<file path="src/rtl/ascii_dec_to_bcd_if.sv">
// Bundles the character stream and the converter handshake for ascii_dec_to_bcd.
// Latency: none, wires only.
// Backpressure: rx_ready from the slave stalls the character stream.
interface ascii_dec_to_bcd_if #(
  parameter int BCD_DIGITS = 4
);
  localparam int CNT_W = $clog2(BCD_DIGITS + 1);

  logic [7:0]                  rx_data;
  logic                        rx_valid;
  logic                        rx_ready;
  logic                        conv_rdy;
  logic                        conv_done;
  logic                        start;
  logic [BCD_DIGITS-1:0][3:0]  bcd_out;
  logic [CNT_W-1:0]            digit_cnt;
  logic                        err_overflow;
  logic                        err_char;

  // Environment side: character source plus BCD converter.
  modport master (
    output rx_data, rx_valid, conv_rdy, conv_done,
    input  rx_ready, start, bcd_out, digit_cnt, err_overflow, err_char
  );

  // Assembler side.
  modport slave (
    input  rx_data, rx_valid, conv_rdy, conv_done,
    output rx_ready, start, bcd_out, digit_cnt, err_overflow, err_char
  );
endinterface

</file>
<file path="src/rtl/ascii_dec_to_bcd.sv">
// Assembles ASCII decimal digits into packed BCD and launches the BCD converter on CR/LF.
// Latency: start pulses 2 cycles after the terminator when conv_rdy is already high.
// Backpressure: rx_ready drops from terminator acceptance until conv_done is consumed.
// Optional BACKSPACE_EN: 0x08/0x7F delete the last digit instead of flagging err_char.
module ascii_dec_to_bcd #(
  parameter int BCD_DIGITS = 4
) (
  input  logic             clk,
  input  logic             rst,
  ascii_dec_to_bcd_if.slave bus
);
  localparam int CNT_W = $clog2(BCD_DIGITS + 1);

  typedef enum logic [1:0] {
    COLLECT   = 2'd0,
    WAIT_RDY  = 2'd1,
    WAIT_DONE = 2'd2
  } state_t;

  state_t                     state_q, state_d;
  logic [BCD_DIGITS-1:0][3:0] bcd_q, bcd_d;
  logic [CNT_W-1:0]           cnt_q, cnt_d;
  logic                       ovf_q, ovf_d;
  logic                       start_q, start_d;
  logic                       err_ovf_q, err_ovf_d;
  logic                       err_chr_q, err_chr_d;

  logic accept;
  logic is_digit;
  logic is_term;
`ifdef BACKSPACE_EN
  logic is_bs;
`endif

  // Character classification; rx_ready depends on state only so upstream sees no comb path from rx_valid.
  assign bus.rx_ready = (state_q == COLLECT);
  assign accept       = bus.rx_valid && (state_q == COLLECT);
  assign is_digit     = (bus.rx_data >= 8'h30) && (bus.rx_data <= 8'h39);
  assign is_term      = (bus.rx_data == 8'h0D) || (bus.rx_data == 8'h0A);
`ifdef BACKSPACE_EN
  assign is_bs        = (bus.rx_data == 8'h08) || (bus.rx_data == 8'h7F);
`endif

  // Next-state and next-output logic; pulse outputs default low so each lasts one cycle.
  always_comb begin
    state_d   = state_q;
    bcd_d     = bcd_q;
    cnt_d     = cnt_q;
    ovf_d     = ovf_q;
    start_d   = 1'b0;
    err_ovf_d = 1'b0;
    err_chr_d = 1'b0;

    unique case (state_q)
      COLLECT: begin
        if (accept) begin
          if (is_digit) begin
            if (cnt_q < CNT_W'(BCD_DIGITS)) begin
              bcd_d = {bcd_q[BCD_DIGITS-2:0], bus.rx_data[3:0]};
              cnt_d = cnt_q + CNT_W'(1);
            end else begin
              // Excess digit dropped; the number is rejected at its terminator.
              ovf_d = 1'b1;
            end
          end else if (is_term) begin
            if (ovf_q) begin
              err_ovf_d = 1'b1;
              bcd_d     = '0;
              cnt_d     = '0;
              ovf_d     = 1'b0;
            end else if (cnt_q != '0) begin
              state_d = WAIT_RDY;
            end
            // Empty line (or second half of CR-LF) falls through silently.
`ifdef BACKSPACE_EN
          end else if (is_bs) begin
            if (ovf_q) begin
              // Undo only the overflow; the dropped digits are gone.
              ovf_d = 1'b0;
            end else if (cnt_q != '0) begin
              bcd_d = {4'h0, bcd_q[BCD_DIGITS-1:1]};
              cnt_d = cnt_q - CNT_W'(1);
            end
`endif
          end else begin
            err_chr_d = 1'b1;
            bcd_d     = '0;
            cnt_d     = '0;
            ovf_d     = 1'b0;
          end
        end
      end

      WAIT_RDY: begin
        // conv_done is deliberately ignored here; only the launched conversion may end the wait.
        if (bus.conv_rdy) begin
          start_d = 1'b1;
          state_d = WAIT_DONE;
        end
      end

      WAIT_DONE: begin
        // bcd_out stays frozen so the converter can sample it whenever start is high.
        if (bus.conv_done) begin
          bcd_d   = '0;
          cnt_d   = '0;
          ovf_d   = 1'b0;
          state_d = COLLECT;
        end
      end

      default: begin
        state_d = COLLECT;
        bcd_d   = '0;
        cnt_d   = '0;
        ovf_d   = 1'b0;
      end
    endcase
  end

  // State and output registers; synchronous reset overrides everything.
  always_ff @(posedge clk) begin
    if (rst) begin
      state_q   <= COLLECT;
      bcd_q     <= '0;
      cnt_q     <= '0;
      ovf_q     <= 1'b0;
      start_q   <= 1'b0;
      err_ovf_q <= 1'b0;
      err_chr_q <= 1'b0;
    end else begin
      state_q   <= state_d;
      bcd_q     <= bcd_d;
      cnt_q     <= cnt_d;
      ovf_q     <= ovf_d;
      start_q   <= start_d;
      err_ovf_q <= err_ovf_d;
      err_chr_q <= err_chr_d;
    end
  end

  assign bus.start        = start_q;
  assign bus.bcd_out      = bcd_q;
  assign bus.digit_cnt    = cnt_q;
  assign bus.err_overflow = err_ovf_q;
  assign bus.err_char     = err_chr_q;
endmodule

</file>
<file path="src/flat_wrapper.sv">
// flat-port wrapper written by rule: the top's interface ports become plain ports
module ascii_dec_to_bcd_flat 
#(
  parameter int BCD_DIGITS = 4
)
  (clk, rst, bus_rx_data, bus_rx_valid, bus_conv_rdy, bus_conv_done, bus_rx_ready, bus_start, bus_bcd_out, bus_digit_cnt, bus_err_overflow, bus_err_char);
  ascii_dec_to_bcd_if #(.BCD_DIGITS(BCD_DIGITS)) bus_i ();
  input  logic clk;
  input  logic rst;
  input wire logic [$bits(bus_i.rx_data)-1:0] bus_rx_data;
  input wire logic [$bits(bus_i.rx_valid)-1:0] bus_rx_valid;
  input wire logic [$bits(bus_i.conv_rdy)-1:0] bus_conv_rdy;
  input wire logic [$bits(bus_i.conv_done)-1:0] bus_conv_done;
  output wire logic [$bits(bus_i.rx_ready)-1:0] bus_rx_ready;
  output wire logic [$bits(bus_i.start)-1:0] bus_start;
  output wire logic [$bits(bus_i.bcd_out)-1:0] bus_bcd_out;
  output wire logic [$bits(bus_i.digit_cnt)-1:0] bus_digit_cnt;
  output wire logic [$bits(bus_i.err_overflow)-1:0] bus_err_overflow;
  output wire logic [$bits(bus_i.err_char)-1:0] bus_err_char;
  assign bus_i.rx_data = bus_rx_data;
  assign bus_i.rx_valid = bus_rx_valid;
  assign bus_i.conv_rdy = bus_conv_rdy;
  assign bus_i.conv_done = bus_conv_done;
  assign bus_rx_ready = bus_i.rx_ready;
  assign bus_start = bus_i.start;
  assign bus_bcd_out = bus_i.bcd_out;
  assign bus_digit_cnt = bus_i.digit_cnt;
  assign bus_err_overflow = bus_i.err_overflow;
  assign bus_err_char = bus_i.err_char;
  ascii_dec_to_bcd #(.BCD_DIGITS(BCD_DIGITS)) u_core (.clk(clk), .rst(rst), .bus(bus_i));
endmodule
</file>
<file path="config.mk">
export PLATFORM = sky130hd
export DESIGN_NAME = ascii_dec_to_bcd_flat
export DESIGN_NICKNAME = d
export VERILOG_FILES = /design/src/rtl/ascii_dec_to_bcd_if.sv /design/src/rtl/ascii_dec_to_bcd.sv /design/src/flat_wrapper.sv
export SDC_FILE = /design/constraint.sdc
export NUM_CORES = 1
export LEC_CHECK = 0
export ABC_AREA = 1
export BUFFER_PORTS_ARGS = -buffer_cell sky130_fd_sc_hd__buf_2
export CORE_AREA = 2 2 57 59
export DETAILED_ROUTE_END_ITERATION = 16
export DIE_AREA = 0 0 59 61
export PLACE_DENSITY = 0.81
export SLEW_MARGIN = 30
export SYNTH_ARGS = -nofsm -noshare
export SYNTH_HDL_FRONTEND = slang
export SYNTH_SLANG_ARGS = --single-unit
</file>
<file path="constraint.sdc">
create_clock -name clk -period 1.3 [get_ports clk]
set_input_delay 0.13 -clock clk [delete_from_list [all_inputs] [get_ports clk]]
set_output_delay 0.13 -clock clk [all_outputs]
set_load 0.02 [all_outputs]
</file>
==> run_results.csv <==
group,metric,value,unit
global_route,grt_util_met3,0.02772,
place,dpl.hpwl,1.998,mm
setup_path,worstPathArrival,1.58,ns
timing,slew_headroom,0.8202,
timing,fmax,0.7653,GHz
global_route,grt-ovfl-total,0,
die,die_h,61,um
power_and_ir_drop,powerDensity,1177,nW/um2
die,floorplan.rows,20,
clock_tree,cts.reportedPaths.clkPinSlew,0.15,ns
setup_path,critical_path.cell_chain,"inv_2 > nand3b_1 > nand2_2 > nor2_4 > nand3_4 > buf_12 > nand2_1 > nand2_1 > nor2_1",
clock_tree,clockRootBuffer,"clkbuf_4",
route,drt-total-wl,2.919,mm
setup_path,path_buf_inv,2,
setup_path,required,1.58,ns
global_route,grt_pass1_wl,4.457,mm
logic_synthesis,synth_seq_cells,25,
final_layout,final_cells,292,
global_route,met1_usage,0.1964,
power_and_ir_drop,total_power,1.997,mW
final_layout,final_core_util,0.5746,
clock_tree,insertion_delay,0.33,ns
place,dpl-instance-area,1575,um2
power_and_ir_drop,intPower,1.254,mW
final_layout,antenna_cells,0,
logic_synthesis,ys_warn_count,0,
clock_tree,cts_tree,"yes",
timing,setup_viol,1,
power_and_ir_drop,power_switching,0.7434,mW
global_route,grt_pass1_vias,1130,
global_route,grt_max_degree,26,
setup_path,cp_slowest_cell,"dfxtp_2",
setup_path,slowest_delay,0.38,ns
setup_path,path_max_fanout,13,
route,drt_iter0_drc,23,
power_and_ir_drop,ir_drop,0.0005440,V
timing,finalClockSkew,0.005029,ns
logic_synthesis,syn_inst,212,
clock_tree,cts_buffer_depth,2,
route,wire_per_inst,9.997,um
logic_synthesis,synth_area,1308,um2
timing,rsz0062_at_grt,"true",
final_layout,final.fill_count,289,
logic_synthesis,ys_seq_area_frac,0.3828,
final_layout,multi_input_area,689.4,um2
timing,timing.final.ws_setup,-0.006752,ns
power_and_ir_drop,netSwitchingFraction,0.3722,
final_layout,final_nets,275,
run_status,outcome,"finished, violations left",
final_layout,area_delta_synth_final,29.76,%
run_status,violations,"setup timing",
final_layout,drive_above_1_share,0.3050,
power_and_ir_drop,power.leakage,0.9201,nW
place,place_inst,285,
global_route,grt-busiest-layer,"met2",
timing,holdWs,0.05567,ns
final_layout,final_cell_mix,"nor2_1 (58), nand2_1 (54), buf_2 (35)",
power_and_ir_drop,p_comb_frac,0.368,
route,drc,0,
timing,fin_tns_setup,-0.006752,ns
place,pre_cts_slack,-0.03656,ns
global_route,antenna_found_initial,0,
flow_run,cap_violations,0,
final_layout,final_common_cell,"nor2_1",
setup_path,crit_path_start_kind,"register",
setup_path,crit_family,"simple AND/OR/NAND/NOR gates",
route,vias_per_cell,4.538,
route,drt_pre_antenna_iters,4,
global_route,track_usage,0.1621,
die,fp.dieW,59,um
clock_tree,cts_buffers,3,
place,port_buffers,35,
hold_path,worstHoldPathType,"input pin to register",
place,gp_congestion,0.8529,
clock_tree,h-tree-depth,1,
die,io_pins,36,
logic_synthesis,synth_area_per_cell,6.167,um2
power_and_ir_drop,seq_power_share,0.445,
final_layout,seq_area,503.0,um2
die,die_area,3599,um2
setup_path,endpoint_kind,"register",
route,vias,1325,
timing,fin_crit,1.307,ns
clock_tree,clock_sinks,25,
logic_synthesis,mappedNetlistNets,227,
logic_synthesis,synth.distinct_cells,22,
timing,maxSlewViolCount,0,
power_and_ir_drop,clkPwrFrac,0.187,
setup_path,cpMostUsedCell,"nand2_1",
setup_path,path_class,"register to register",
timing,min_period_over_period,1.005,
timing,hold_viol,0,
route,ant_nets,0,
global_route,use_met2,0.2841,
die,core_area,2953,um2
final_layout,stdcell_area,1697,um2
die,initial_utilization,0.4428,
timing,tightest_slew,0.2687,ns
## cells in the mapped netlist (all sizes together)
cell type / instances / area [um2]
a21oi: 5 / 25.02
and2: 1 / 6.260
buf: 3 / 30.03
clkbuf: 3 / 21.27
dfxtp: 25 / 500.5
ha: 2 / 25.02
inv: 31 / 116.4
nand2: 61 / 234.0
nand3: 6 / 47.55
nand3b: 1 / 7.510
nand4: 1 / 6.260
nor2: 71 / 276.5
o21ai: 1 / 5.000
or2: 1 / 6.260
## final cells by class
cell class	instances	share of cell area
Clock buffer	3	0.01327
Clock inverter	1	0.004425
Inverter	31	0.06858
Multi-Input combinational cell	150	0.4063
Sequential cell	25	0.2965
Tap cell	33	0.02434
Timing Repair Buffer	49	0.1866
## worst register-to-register path, delay by kind of cell (launching register included)
| family | cells | cell delay, ns |
|---|---|---|
| buffers and inverters | 2 | 0.22 |
| flip-flops | 1 | 0.38 |
| AND/OR/NAND/NOR | 7 | 0.64 |
## power by group through the flow
stage                     sequential (mW)  clock (mW)  combinational (mW)
after floorplan                     0.999           0               0.370
after global placement              0.905           0               0.646
after detailed placement            0.906           0               0.657
after CTS                           0.890       0.381               0.662
after global routing                0.899       0.406               0.824
final                               0.889       0.374               0.734
## cell families after synthesis
group,count (synthesis),share of synthesized area
AND/OR/NAND/NOR,142,0.4469
AO/OA/AOI/OAI,6,0.02296
flip-flops,25,0.3828
buffers and inverters,37,0.1282
adder cells (fa/ha/maj),2,0.01914
## timing repair
item,4_1_cts,5_1_grt
setup endpoints to repair,18,18
buffers inserted,0,1
endpoints found under the hold margin,1,0
hold buffers,1,0
resized for setup,2,17
cloned,0,1
pin swaps,1,2
## state kept, by name (all words and copies together), names as in the netlist
name,count
u_core.bus.bcd_out,16
u_core.bus.start,1
u_core.bus.digit_cnt,3
u_core.bus.err_overflow,1
u_core.state_q,2
u_core.bus.err_char,1
u_core.ovf_q,1
## metal layers
layer / up-vias / share of wire
met3: 4 / 0.039
met4: 0 / 0.012
met5: - / 0
met2: 20 / 0.48
li1: 711 / -
met1: 590 / 0.47
## path summary, 6_finish.rpt
check                           slack, ns  depth (start not counted)               from                 endpoint
worst max-delay path               -0.007                          9  u_core.state_q[0]   u_core.bus.bcd_out[10]
worst min-delay path                 0.06                          3       bus_conv_rdy         u_core.bus.start
worst max register to register     -0.007                          9  u_core.state_q[0]   u_core.bus.bcd_out[10]
worst min register to register       0.48                          2       u_core.ovf_q  u_core.bus.err_overflow
No activity file was read; power rests on OpenSTA's default activity.
